<file path="src/rtl/fifo_arb_pkg.sv">
// Shared types and helpers for the fifo round-robin read scheduler.
package fifo_arb_pkg;

    typedef enum logic [0:0] {
        ARB_IDLE  = 1'b0,
        ARB_SERVE = 1'b1
    } arb_state_t;

    localparam int STAT_W = 16;

    // Index increment with wrap at n; n need not be a power of two.
    function automatic int unsigned mod_inc(input int unsigned idx, input int unsigned n);
        return (idx + 1 >= n) ? 32'd0 : idx + 1;
    endfunction

endpackage

</file>
<file path="src/rtl/rr_pick.sv">
// Combinational rotating-priority picker: first set bit of req at or after start, wrapping.
module rr_pick
    import fifo_arb_pkg::*;
#(
    parameter int NUM_REQ = 4
) (
    input  logic [NUM_REQ-1:0]         req,
    input  logic [$clog2(NUM_REQ)-1:0] start,
    output logic                       any,
    output logic [$clog2(NUM_REQ)-1:0] winner
);

    localparam int IDX_W = $clog2(NUM_REQ);

    logic [IDX_W-1:0] scan;

    always_comb begin
        any    = 1'b0;
        winner = '0;
        scan   = start;
        for (int k = 0; k < NUM_REQ; k++) begin
            if (!any && req[scan]) begin
                any    = 1'b1;
                winner = scan;
            end
            scan = IDX_W'(mod_inc(32'(scan), NUM_REQ));
        end
    end

endmodule

</file>
<file path="src/rtl/fifo_rr_arbiter.sv">
// Round-robin read scheduler sharing one registered valid/ready consumer between NUM_REQ fifos.
// Define FIFO_RR_ARBITER_STATS_EN to add saturating per-fifo pop counters on grant_cnt.
module fifo_rr_arbiter
    import fifo_arb_pkg::*;
#(
    parameter int NUM_REQ   = 4,
    parameter int WIDTH     = 8,
    parameter int BURST_LEN = 4
) (
    input  logic                       clk,
    input  logic                       rst_n,
    input  logic [NUM_REQ-1:0]         req_empty,
    input  logic [NUM_REQ*WIDTH-1:0]   req_data,
    output logic [NUM_REQ-1:0]         req_rd_en,
    output logic                       out_valid,
    input  logic                       out_ready,
    output logic [WIDTH-1:0]           out_data,
    output logic [$clog2(NUM_REQ)-1:0] out_src,
`ifdef FIFO_RR_ARBITER_STATS_EN
    output logic [NUM_REQ*STAT_W-1:0]  grant_cnt,
`endif
    output logic                       busy
);

    localparam int IDX_W = $clog2(NUM_REQ);
    localparam int CNT_W = $clog2(BURST_LEN + 1);
    localparam logic [CNT_W-1:0] BURST_MAX = CNT_W'(BURST_LEN);

    arb_state_t       state_q, state_d;
    logic [IDX_W-1:0] ptr_q, ptr_d;
    logic [IDX_W-1:0] cur_q, cur_d;
    logic [CNT_W-1:0] burst_q, burst_d;
    logic             out_valid_q, out_valid_d;
    logic [WIDTH-1:0] out_data_q, out_data_d;
    logic [IDX_W-1:0] out_src_q, out_src_d;

    logic             can_pop;
    logic             pop;
    logic             rot_due;
    logic [IDX_W-1:0] pop_idx;
    logic [WIDTH-1:0] pop_data;
    logic [IDX_W-1:0] rot_start;
    logic             idle_any, rot_any;
    logic [IDX_W-1:0] idle_win, rot_win;

    assign can_pop   = !out_valid_q || out_ready;
    assign rot_start = IDX_W'(mod_inc(32'(cur_q), NUM_REQ));

    rr_pick #(.NUM_REQ(NUM_REQ)) u_idle_pick (
        .req    (~req_empty),
        .start  (ptr_q),
        .any    (idle_any),
        .winner (idle_win)
    );

    rr_pick #(.NUM_REQ(NUM_REQ)) u_rot_pick (
        .req    (~req_empty),
        .start  (rot_start),
        .any    (rot_any),
        .winner (rot_win)
    );

    always_comb begin
        state_d = state_q;
        ptr_d   = ptr_q;
        cur_d   = cur_q;
        burst_d = burst_q;
        pop     = 1'b0;
        pop_idx = cur_q;
        rot_due = (burst_q == BURST_MAX) || req_empty[cur_q];
        case (state_q)
            ARB_IDLE: begin
                if (idle_any && can_pop) begin
                    pop     = 1'b1;
                    pop_idx = idle_win;
                    cur_d   = idle_win;
                    burst_d = CNT_W'(1);
                    state_d = ARB_SERVE;
                end
            end
            ARB_SERVE: begin
                if (!rot_due) begin
                    if (can_pop) begin
                        pop     = 1'b1;
                        burst_d = burst_q + CNT_W'(1);
                    end
                end else begin
                    // Rotation searches from cur+1 this cycle so a ready winner costs no bubble.
                    ptr_d = rot_start;
                    if (rot_any && can_pop) begin
                        pop     = 1'b1;
                        pop_idx = rot_win;
                        cur_d   = rot_win;
                        burst_d = CNT_W'(1);
                    end else begin
                        state_d = ARB_IDLE;
                    end
                end
            end
            default: state_d = ARB_IDLE;
        endcase
    end

    always_comb begin
        pop_data = '0;
        for (int i = 0; i < NUM_REQ; i++) begin
            if (pop_idx == IDX_W'(i)) pop_data = req_data[i*WIDTH +: WIDTH];
        end
    end

    always_comb begin
        out_valid_d = pop || (out_valid_q && !out_ready);
        out_data_d  = pop ? pop_data : out_data_q;
        out_src_d   = pop ? pop_idx  : out_src_q;
    end

    always_ff @(posedge clk or negedge rst_n) begin
        if (!rst_n) begin
            state_q     <= ARB_IDLE;
            ptr_q       <= '0;
            cur_q       <= '0;
            burst_q     <= '0;
            out_valid_q <= 1'b0;
            out_data_q  <= '0;
            out_src_q   <= '0;
        end else begin
            state_q     <= state_d;
            ptr_q       <= ptr_d;
            cur_q       <= cur_d;
            burst_q     <= burst_d;
            out_valid_q <= out_valid_d;
            out_data_q  <= out_data_d;
            out_src_q   <= out_src_d;
        end
    end

    assign req_rd_en = (pop && rst_n) ? (NUM_REQ'(1) << pop_idx) : '0;
    assign out_valid = out_valid_q;
    assign out_data  = out_data_q;
    assign out_src   = out_src_q;
    assign busy      = (state_q != ARB_IDLE) || out_valid_q;

`ifdef FIFO_RR_ARBITER_STATS_EN
    logic [STAT_W-1:0] stat_q [NUM_REQ];
    logic [STAT_W-1:0] stat_d [NUM_REQ];

    always_comb begin
        for (int i = 0; i < NUM_REQ; i++) begin
            stat_d[i] = stat_q[i];
            if (pop && pop_idx == IDX_W'(i) && stat_q[i] != '1) begin
                stat_d[i] = stat_q[i] + STAT_W'(1);
            end
        end
    end

    always_ff @(posedge clk or negedge rst_n) begin
        if (!rst_n) begin
            for (int i = 0; i < NUM_REQ; i++) stat_q[i] <= '0;
        end else begin
            for (int i = 0; i < NUM_REQ; i++) stat_q[i] <= stat_d[i];
        end
    end

    always_comb begin
        grant_cnt = '0;
        for (int i = 0; i < NUM_REQ; i++) grant_cnt[i*STAT_W +: STAT_W] = stat_q[i];
    end
`endif

endmodule

</file>
<file path="config.mk">
export PLATFORM = sky130hd
export DESIGN_NAME = fifo_rr_arbiter
export DESIGN_NICKNAME = d
export VERILOG_FILES = /design/src/rtl/fifo_arb_pkg.sv /design/src/rtl/rr_pick.sv /design/src/rtl/fifo_rr_arbiter.sv
export SDC_FILE = /design/constraint.sdc
export NUM_CORES = 1
export LEC_CHECK = 0
export CORE_MARGIN = 5
export CORE_UTILIZATION = 35
export CTS_BUF_LIST = sky130_fd_sc_hd__clkbuf_8
export DETAILED_ROUTE_END_ITERATION = 10
export GPL_ROUTABILITY_DRIVEN = 0
export HOLD_SLACK_MARGIN = 0.08
export PLACE_DENSITY = 0.73
export SLEW_MARGIN = 15
export SYNTH_ARGS = -nofsm -noshare
export SYNTH_HDL_FRONTEND = slang
export SYNTH_SLANG_ARGS = --single-unit
</file>
<file path="constraint.sdc">
create_clock -name clk -period 3.75 [get_ports clk]
set_input_delay 0.5625 -clock clk [delete_from_list [all_inputs] [get_ports clk]]
set_output_delay 0.5625 -clock clk [all_outputs]
set_load 0.02 [all_outputs]
</file>
==> metrics.md <==
| Metric | Value |
|---|---|
| Most used cells in the layout excluding fill and tap cells | 47 x sky130_fd_sc_hd__clkdlybuf4s50_1, 27 x sky130_fd_sc_hd__nand2_1, 26 x sky130_fd_sc_hd__buf_4, 22 x sky130_fd_sc_hd__mux2i_1, 19 x sky130_fd_sc_hd__dfrtp_1 |
| Maximum fanout encountered on the critical timing path | 13 |
| TritonCTS clock tree | yes |
| Slew of the pin with the lowest slew margin | 384 ps |
| Post-synthesis cell type count | 49 |
| CTS H-Tree Depth | 1 |
| PwrDens | 822 nW/um^2 |
| Clock latency at the later pin of the worst-skew pair | 260 ps |
| Ratio of routed vias to standard cells | 5.20 |
| MaxCap Viol Count | 0 |
| Number of antenna violations at the first check in global routing | 0 |
| Top-level I/O count | 55 |
| Via Count | 1580 |
| Number of hold-slack violations in the final timing report | 0 |
| Die Area | 5950 um^2 |
| Standard-cell row count | 24 |
| Largest net degree at the start of global routing | 21 |
| Seq cells post-synth | 19 |
| Source of the worst register-to-register timing path | cur_q[0] |
| Maximum buffer depth of the clock tree | 2 |
| Starting DRC count in detailed routing | 97 |
| Path category of the worst min-delay check | flip-flop to flip-flop |
| Area Growth Syn to Fin | 46.3% |
| First-pass GRT wire length | 7.06 mm |
| Mapped Cells | 182 |
| Summed negative setup slack over all endpoints | 0 ps |
| Overall track demand over capacity in global routing | 14.0% |
| Placed insts | 300 |
| Number of cell instances on the worst register-to-register path | 9 |
| Synth warnings | 0 |
| Total congestion overflow | 0 |
| HPWL Detailed | 3.45 mm |
| Proportion of register bits with asynchronous set or reset after synthesis | 100% |
| Setup skew after layout | 9.20 ps |
| Fraction of the core area covered by cells at the end of the flow | 53.0% |
| Setup-violating endpoint count in the final report | 0 |
| Flip-flop and latch area | 475 um^2 |
| Syn Nets | 225 |
| Initial cell density of the core | 36.3% |
| DR pass1 iterations | 4 |
| Antenna cell count | 0 |
| Number of synthesized flops with an enable pin | 0 |
| Setup repair after global routing missed its margin | false |
| Number of DRC violations after detailed routing | 0 |
| NumNets Final | 296 |
| Routed wirelength normalized by instance count | 14.2 um |
| Die Span X | 77.2 um |
| Reg2Reg Capture Point | out_data[7] |
| Share of cells above drive strength 1 | 17.9% |
| Critical path class | primary input to primary output |
| Crit path arrival time | 3040 ps |
| CTS Root Cell | sky130_fd_sc_hd__clkbuf_8 |
| Static leakage power | 1.02 nW |
| Post-Syn Area | 1580 um^2 |
| Fin crit share | 96.0% |
| Area used by multi-input combinational logic | 975 um^2 |
| End point of the critical path | req_rd_en[0] |
| Core Box Area | 4350 um^2 |
| Worst max-slew margin expressed relative to the limit | 74.4% |
| Primary FF master, synth | sky130_fd_sc_hd__dfrtp_1 |
| Share of synthesized area occupied by flip-flops and latches | 30.1% |
| Inserted Clock Buffers | 3 |
| Final Max Slew Viols | 0 |
| Non-filler cells in the finished layout | 304 |
| Port buffer count | 54 |
| Maximum clock frequency | 278 MHz |
| Height of the die | 77.2 um |
| Sum of routed wire length over all layers | 4.30 mm |
| Data required time at the worst endpoint | 3190 ps |
| Clk slew on worst S/H paths | 80 ps |
| Via count of the first global-routing pass | 1557 |
| Crit start category | primary input |
| Crit path capture type | primary output |
| Mean cell area of the mapped netlist | 8.68 um^2 |
| Count of antenna-violating nets left after detailed routing | 0 |
| Register-to-register setup slack | 1070 ps |
| Peak supply drop | 0.456 mV |
| Most common cell after layout, fill and taps aside | sky130_fd_sc_hd__clkdlybuf4s50_1 |
| Critical path startpoint | req_empty[1] |
| Post-layout minimum cycle time | 3600 ps |
| Filler Cell Count | 416 |
| TritonCTS Sinks | 19 |
| Result of the run | finished, final reports clean |
## area by class of cell
cell class	count	share of cell area [%]
multi-input cells	142	42.2
well taps	52	2.82
repair buffers	80	31.1
clock inverters	1	0.325
inverters	7	1.14
clock buffers	3	1.79
flip-flops and latches	19	20.6
## stage by stage
| step | cell area, um^2 | hold slack [ps] | worst slack (ps) | power [mW] |
|---|---|---|---|---|
| after global routing | 2310 | 516 | 4.64 | 2.05 |
| after global placement | 2280 | 461 | -298 | 1.74 |
| after CTS | 2320 | 494 | 5.46 | 1.91 |
| final | 2310 | 495 | 150 | 1.90 |
| after floorplan | 1580 | 267 | 545 | 1.30 |
| after detailed placement | 2280 | 469 | -384 | 1.77 |
## critical path, cell delays in order
cell                              delay [ps]
sky130_fd_sc_hd__clkdlybuf4s50_1         460
sky130_fd_sc_hd__buf_4                   180
sky130_fd_sc_hd__mux2i_1                 100
sky130_fd_sc_hd__a22oi_2                 190
sky130_fd_sc_hd__nand2_1                  70
sky130_fd_sc_hd__o311a_1                 320
sky130_fd_sc_hd__or4_1                   460
sky130_fd_sc_hd__or3_4                   410
sky130_fd_sc_hd__nor2_1                  110
sky130_fd_sc_hd__clkbuf_2                180
## registers in the layout, summed over array words and instances (netlist names)
signal,flops
cur_q,2
state_q,1
out_src,2
burst_q,3
out_data,8
ptr_q,2
out_valid,1
## how the worst min path moves through the flow
stage / startpoint / end / depth (start not counted)
2_1_floorplan: rst_n / burst_q[0] / 0
3_3_place_gp: out_src[0] / out_src[0] / 2
3_5_place_dp: out_src[1] / out_src[1] / 2
4_1_cts: out_src[1] / out_src[1] / 2
5_1_grt: out_src[1] / out_src[1] / 2
6_report: out_src[1] / out_src[1] / 2
## power by group
part,internal (mW),switching [mW]
Clock,0.0749,0.0729
Combinational,0.674,0.704
Sequential,0.306,0.0656
## cell families (layout without fill, tap and decap cells)
family | Yosys count | in the layout | share of synthesized area, %
AO/OA/AOI/OAI | 47 | 47 | 21.7
adder cells (fa/ha/maj) | 4 | 4 | 3.17
buffers and inverters | 21 | 91 | 8.16
flip-flops | 19 | 19 | 30.1
multiplexers | 23 | 23 | 14.9
AND/OR/NAND/NOR | 68 | 68 | 22.0
## cells in the mapped netlist, types with 2 or more instances
master	n	area share [%]
sky130_fd_sc_hd__buf_4	2	0.95
sky130_fd_sc_hd__o22ai_1	3	1.2
sky130_fd_sc_hd__nor3_1	4	1.3
sky130_fd_sc_hd__inv_1	7	1.7
sky130_fd_sc_hd__a21oi_1	8	2.5
sky130_fd_sc_hd__o221ai_1	4	2.2
sky130_fd_sc_hd__nand2b_1	3	1.2
sky130_fd_sc_hd__buf_2	4	1.3
sky130_fd_sc_hd__nor2b_1	3	1.2
sky130_fd_sc_hd__nand3_1	6	1.9
sky130_fd_sc_hd__a211oi_1	2	0.95
sky130_fd_sc_hd__a221oi_1	4	2.2
sky130_fd_sc_hd__nor2_1	10	2.4
sky130_fd_sc_hd__clkbuf_1	3	0.71
sky130_fd_sc_hd__buf_6	5	3.6
sky130_fd_sc_hd__ha_1	4	3.2
sky130_fd_sc_hd__o21ai_0	10	3.2
sky130_fd_sc_hd__dfrtp_1	19	30
sky130_fd_sc_hd__mux2i_1	22	14
sky130_fd_sc_hd__a21o_1	2	0.95
sky130_fd_sc_hd__and3_1	2	0.79
sky130_fd_sc_hd__nand2_1	27	6.4
sky130_fd_sc_hd__or2_2	2	0.79
## timing repair
action                                  4_1_cts  5_1_grt
endpoints found under the setup margin        4        2
pin swaps                                     0        0
buffers inserted                              0        0
gates resized for setup                       8        3
hold buffers                                  0        0
hold endpoints to repair                      0        0
## metal layers
metal	vias up	share of wire, %	global-route usage, %
li1	800	-	-
met1	737	43	17.3
met3	4	5.7	3.51
met5	-	0	0
met4	0	0.49	1.03
met2	39	51	25.3
No activity file was read; power rests on OpenSTA's default activity.
